$ cat config.mk
export PLATFORM = sky130hd
export DESIGN_NAME = fetch_controller
export DESIGN_NICKNAME = d
export VERILOG_FILES = /design/src/rtl/fetch_controller.sv
export SDC_FILE = /design/constraint.sdc
export NUM_CORES = 1
export LEC_CHECK = 0
export CELL_PAD_IN_SITES_DETAIL_PLACEMENT = 1
export CELL_PAD_IN_SITES_GLOBAL_PLACEMENT = 2
export CORE_ASPECT_RATIO = 0.75
export CORE_UTILIZATION = 22
export DETAILED_ROUTE_END_ITERATION = 16
export MAX_ROUTING_LAYER = met4
export PLACE_DENSITY = 0.91
export SKIP_CTS_REPAIR_TIMING = 1
export SYNTH_ARGS = -nofsm -noshare
export SYNTH_HDL_FRONTEND = slang
export SYNTH_SLANG_ARGS = --single-unit
$ cat constraint.sdc
create_clock -name clock -period 2.47 [get_ports clock]
set_input_delay 0.741 -clock clock [delete_from_list [all_inputs] [get_ports clock]]
set_output_delay 0.741 -clock clock [all_outputs]
set_load 0.01 [all_outputs]
$ cat src/rtl/fetch_controller.sv
// rtl/fetch_controller.sv - PC source sequencer for the fetch unit
//
// Purpose:
//   Arbitrates redirect requests (trap > execute-stage branch > decode-stage
//   jump), drives the fetch unit's PC mux select, redirect target and PC write
//   enable, and generates flush / inst_valid for the IF/ID register. Hazard
//   stalls freeze the PC but do not block acceptance of a redirect.
//
// Optional feature macro: MISALIGN_TRAP_EN
//   Defined   - a misaligned branch/jump target becomes a trap; adds misalign.
//   Undefined - target bits[1:0] are forced to zero.
//
// Ports:
//   clock, reset            rising-edge clock, async active-low reset
//   stall                   hazard stall, gates fetch_enable
//   trap                    trap request (highest priority)
//   br_taken, br_target     execute-stage taken branch and target
//   jal_valid, jal_target   decode-stage jump and target
//   PC                      current fetch PC
//   next_PC_select          1 = fetch loads target_PC, 0 = PC+4
//   target_PC               redirect address
//   fetch_enable            fetch PC write enable (combinational)
//   flush                   kill IF/ID contents
//   inst_valid              fetched instruction is valid
//   epc                     PC captured on trap
//   misalign                (MISALIGN_TRAP_EN only) 1-cycle misaligned-target pulse

module fetch_controller #(
  parameter int                      ADDRESS_BITS = 16,
  parameter int                      FLUSH_CYCLES = 2,
  parameter logic [ADDRESS_BITS-1:0] TRAP_VECTOR  = 16'h0100
) (
  input  logic                    clock,
  input  logic                    reset,
  input  logic                    stall,
  input  logic                    trap,
  input  logic                    br_taken,
  input  logic [ADDRESS_BITS-1:0] br_target,
  input  logic                    jal_valid,
  input  logic [ADDRESS_BITS-1:0] jal_target,
  input  logic [ADDRESS_BITS-1:0] PC,
  output logic                    next_PC_select,
  output logic [ADDRESS_BITS-1:0] target_PC,
  output logic                    fetch_enable,
  output logic                    flush,
  output logic                    inst_valid,
`ifdef MISALIGN_TRAP_EN
  output logic                    misalign,
`endif
  output logic [ADDRESS_BITS-1:0] epc
);

  localparam int CW = (FLUSH_CYCLES < 1) ? 1 : $clog2(FLUSH_CYCLES + 1);
  localparam logic [CW-1:0] FLUSH_INIT = CW'(FLUSH_CYCLES);

  typedef enum logic [1:0] {
    BOOT     = 2'd0,
    RUN      = 2'd1,
    REDIRECT = 2'd2,
    FLUSH    = 2'd3
  } state_t;

  state_t                  state_q, state_d;
  logic                    next_pc_select_q, next_pc_select_d;
  logic [ADDRESS_BITS-1:0] target_pc_q, target_pc_d;
  logic                    flush_q, flush_d;
  logic                    inst_valid_q, inst_valid_d;
  logic [ADDRESS_BITS-1:0] epc_q, epc_d;
  logic [CW-1:0]           cnt_q, cnt_d;
  logic                    misalign_q, misalign_d;

  logic                    req_accept;
  logic                    req_trap;
  logic                    req_misalign;
  logic [ADDRESS_BITS-1:0] req_target;

  // Request selection. Branch/jump only count in RUN: in REDIRECT and FLUSH
  // they come from the wrong path that is being squashed.
  always_comb begin
    req_accept   = 1'b0;
    req_trap     = 1'b0;
    req_misalign = 1'b0;
    req_target   = TRAP_VECTOR;
    if (state_q != BOOT && trap) begin
      req_accept = 1'b1;
      req_trap   = 1'b1;
    end else if (state_q == RUN && br_taken) begin
      req_accept = 1'b1;
`ifdef MISALIGN_TRAP_EN
      if (br_target[1:0] != 2'b00) begin
        req_trap     = 1'b1;
        req_misalign = 1'b1;
      end else begin
        req_target = br_target;
      end
`else
      req_target = br_target & {{(ADDRESS_BITS-2){1'b1}}, 2'b00};
`endif
    end else if (state_q == RUN && jal_valid) begin
      req_accept = 1'b1;
`ifdef MISALIGN_TRAP_EN
      if (jal_target[1:0] != 2'b00) begin
        req_trap     = 1'b1;
        req_misalign = 1'b1;
      end else begin
        req_target = jal_target;
      end
`else
      req_target = jal_target & {{(ADDRESS_BITS-2){1'b1}}, 2'b00};
`endif
    end
  end

  // BOOT holds the PC; every other state writes it unless stalled.
  always_comb begin
    fetch_enable = 1'b0;
    if (state_q != BOOT) begin
      fetch_enable = !stall;
    end
  end

  always_comb begin
    state_d          = state_q;
    next_pc_select_d = next_pc_select_q;
    target_pc_d      = target_pc_q;
    flush_d          = flush_q;
    inst_valid_d     = inst_valid_q;
    epc_d            = epc_q;
    cnt_d            = cnt_q;
    misalign_d       = 1'b0;

    if (req_accept) begin
      state_d          = REDIRECT;
      next_pc_select_d = 1'b1;
      target_pc_d      = req_target;
      flush_d          = 1'b1;
      inst_valid_d     = 1'b0;
      misalign_d       = req_misalign;
      if (req_trap) begin
        epc_d = PC;
      end
    end else begin
      case (state_q)
        BOOT: begin
          state_d      = RUN;
          inst_valid_d = 1'b1;
        end
        RUN: begin
          inst_valid_d = 1'b1;
        end
        REDIRECT: begin
          // Target stays presented until fetch actually loads it.
          if (fetch_enable) begin
            next_pc_select_d = 1'b0;
            flush_d          = 1'b0;
            cnt_d            = FLUSH_INIT;
            if (FLUSH_CYCLES == 0) begin
              state_d      = RUN;
              inst_valid_d = 1'b1;
            end else begin
              state_d = FLUSH;
            end
          end
        end
        FLUSH: begin
          if (!stall) begin
            if (cnt_q <= CW'(1)) begin
              cnt_d        = '0;
              state_d      = RUN;
              inst_valid_d = 1'b1;
            end else begin
              cnt_d = cnt_q - CW'(1);
            end
          end
        end
        default: begin
          state_d = BOOT;
        end
      endcase
    end
  end

  always_ff @(posedge clock or negedge reset) begin
    if (!reset) begin
      state_q          <= BOOT;
      next_pc_select_q <= 1'b0;
      target_pc_q      <= '0;
      flush_q          <= 1'b0;
      inst_valid_q     <= 1'b0;
      epc_q            <= '0;
      cnt_q            <= '0;
      misalign_q       <= 1'b0;
    end else begin
      state_q          <= state_d;
      next_pc_select_q <= next_pc_select_d;
      target_pc_q      <= target_pc_d;
      flush_q          <= flush_d;
      inst_valid_q     <= inst_valid_d;
      epc_q            <= epc_d;
      cnt_q            <= cnt_d;
      misalign_q       <= misalign_d;
    end
  end

  assign next_PC_select = next_pc_select_q;
  assign target_PC      = target_pc_q;
  assign flush          = flush_q;
  assign inst_valid     = inst_valid_q;
  assign epc            = epc_q;

`ifdef MISALIGN_TRAP_EN
  assign misalign = misalign_q;
`else
  logic unused_misalign;
  assign unused_misalign = misalign_q;
`endif

endmodule

==> impl_metrics.ini <==
[run_status]
outcome = finished clean

[setup_path]
cp_slowest_cell = clkdlybuf4s50_1
critical-path-top-delay-family = buffers and inverters
cp_cell_sequence = clkdlybuf4s50_1 > nor2_1 > dlymetal6s2s_1
reg2reg_setup_slack_ns = 0.58
r2r_cells = 6
cp.buffers_inverters = 2
slowest_delay_ns = 0.42
worstPathRequired_ns = 1.73
r2r_start = state_q[0]$_DFFE_PN0P_
critPathLaunch = stall
r2r_end = cnt_q[1]$_DFFE_PN0P_
crit_fanout = 2
startpoint_type = primary input
end_kind = output pin
cp.arrival_ns = 1.47
path_class = in -> out

[placed_design]
place_area_um2 = 2610
numPortBuffers = 83
gp_congestion = 0.683
dp_hpwl_mm = 3.64

[route]
postRouteAntennaNets = 0
routedWlPerCell_um = 13.1
met3RoutedLength_um = 229
routed_via_density = 4.17
wl_met2_mm = 2.18
first_iter_violations = 32
routed.top_layer = met4
wl_mm = 4.64
first_pass_iters = 4
vias = 1480
wl_met1_mm = 2.17
drc = 0

[synthesis]
synthCells = 167
synth_seq_cells = 36
synthDistinctLibCells = 28
synth_area_um2 = 1660
ys_seq_area_frac = 0.542
syn_area_per_cell_um2 = 9.95
yosysWarnings = 0

[cts]
cts_buffer_depth = 2
htreeDepth = 2
clkTransAtPathRegs_ns = 0.07
clk_latency_ns = 0.28
cts_tree = done
cts_buffers = 5
root_buffer = clkbuf_8
clock-sinks = 36

[global_route]
grt_antenna_before_repair = 0
grt_pass1_vias = 1538
grt_usage = 0.128
grt_first_pass_wirelength_mm = 7.58
grt_max_degree = 37
grt.overflow.total = 0

[flow_run]
maxCapViolCount = 0

[timing]
rsz0062_at_grt = no
fin_tns_setup_ns = 0
worstMarginPinSlew_ns = 0.824
setup_viol = 0
period_needed_ns = 2.21
relSlewSlack = 0.451
hold_viol = 0
fin_skew_ns = 0.00526
drv_slew = 0
finalCritPeriodShare = 0.893
timing.fmax_mhz = 453

[floorplanning]
rows = 27
dieHeight_um = 77.3
initial_core_util = 0.227
dieArea_um2 = 7910
ioPinCount = 90
coreArea_um2 = 7330
die_w_um = 102

[min_path]
worstHoldEndpoint = target_PC[13]$_DFFE_PN0P_
worstHoldPathCells = 2
hp-start = target_PC[13]$_DFFE_PN0P_
min_path_type = reg -> reg

[cells_and_area]
diodes = 0
areaGrowthSynthToFinish_pct = 62.5
drive_gt1_frac = 0.126
finalInstanceArea_um2 = 2700
postLayoutCoreUtil = 0.368
fill_cells = 861
final_nets = 311

[pwr]
finalPower_mw = 1.77
powerDensity_nw_per_um2 = 655
irDropWorstVdd_uv = 195
p_leak_nw = 1.14
==> flip-flops by register name, summed over array words and instances (netlist names) <==
register,count
cnt_q,2
target_PC,14
flush,1
state_q,2
epc,16
inst_valid,1
==> per-layer routing <==
metal	up-vias	GRT usage
met5	-	-
met4	0	0.0429
met3	7	0.0191
met2	52	0.216
met1	702	0.156
li1	719	-
==> layout by cell type, fill, tap and decap left out, drive strengths merged, types with 2 or more instances in the layout <==
master	Yosys	layout
nor2	17	17
conb	1	2
clkdlybuf4s50	0	81
inv	4	4
buf	4	8
clkbuf	8	8
nand2	30	30
a21oi	17	17
o21ai	16	16
dfrtp	36	36
ha	4	4
mux2	16	16
==> cell families after synthesis <==
kind of cell               synth area share
adders and majority gates            0.0301
and+or+nand+nor                       0.139
AOI/OAI and AO/OA                     0.123
buffers and inverters                0.0482
muxes                                 0.114
DFF                                   0.542
other                               0.00226
==> cells in the mapped netlist (all sizes together) <==
cell type | n | area (µm²)
or2 | 1 | 6.26
clkbuf | 8 | 31.3
and2 | 1 | 6.26
mux2 | 16 | 180
or3 | 1 | 6.26
or4 | 1 | 11.3
o22a | 1 | 8.76
o21ai | 16 | 80.1
nor2b | 1 | 6.26
nand2 | 30 | 113
a211o | 1 | 8.76
o21a | 1 | 7.51
mux2i | 1 | 10.0
conb | 1 | 3.75
dfrtp | 36 | 901
a21oi | 17 | 85.1
buf | 4 | 33.8
nand2b | 1 | 6.26
a21o | 1 | 7.51
nor2 | 17 | 63.8
inv | 4 | 15.0
nor3 | 1 | 5.00
nor3b | 1 | 7.51
ha | 4 | 50.1
o31ai | 1 | 7.51
==> how the worst max path moves through the flow <==
| stage | cells after the start | slack [ns] | endpoint |
|---|---|---|---|
| 2_1_floorplan | 6 | 0.36 | cnt_q[1]$_DFFE_PN0P_ |
| 3_3_place_gp | 3 | -0.11 | fetch_enable |
| 3_5_place_dp | 3 | -0.13 | fetch_enable |
| 4_1_cts | 3 | -0.13 | fetch_enable |
| 5_1_grt | 3 | 0.20 | fetch_enable |
| 6_report | 3 | 0.26 | fetch_enable |
==> where the power goes <==
| part | internal [mW] | total [mW] | switching, mW |
|---|---|---|---|
| clock network | 0.227 | 0.421 | 0.194 |
| logic | 0.344 | 0.607 | 0.264 |
| registers | 0.684 | 0.741 | 0.0569 |
==> through the flow <==
step / hold slack (ns) / setup WS [ns] / instances
after floorplan: 0.445 / 0.357 / 168
after global placement: 0.464 / -0.111 / 347
after detailed placement: 0.470 / -0.126 / 347
after CTS: 0.486 / -0.130 / 355
after global routing: 0.514 / 0.203 / 355
final: 0.477 / 0.264 / 355
==> final cells by class <==
type                    instances  area [µm²]  area share
clock buffers                   8        90.1      0.0334
inverters                       4        15.0     0.00556
repair buffers                 90         881       0.326
multi-input cells             116         687       0.254
flip-flops and latches         36         901       0.334
well taps                     101         126      0.0468
==> worst min-delay path, delay by kind of cell (launching register included) <==
family	cells	cell delay, ns
AO/OA/AOI/OAI	1	0.06
flip-flops	1	0.34
AND/OR/NAND/NOR	1	0.05
(Power assumes the default switching activity.)
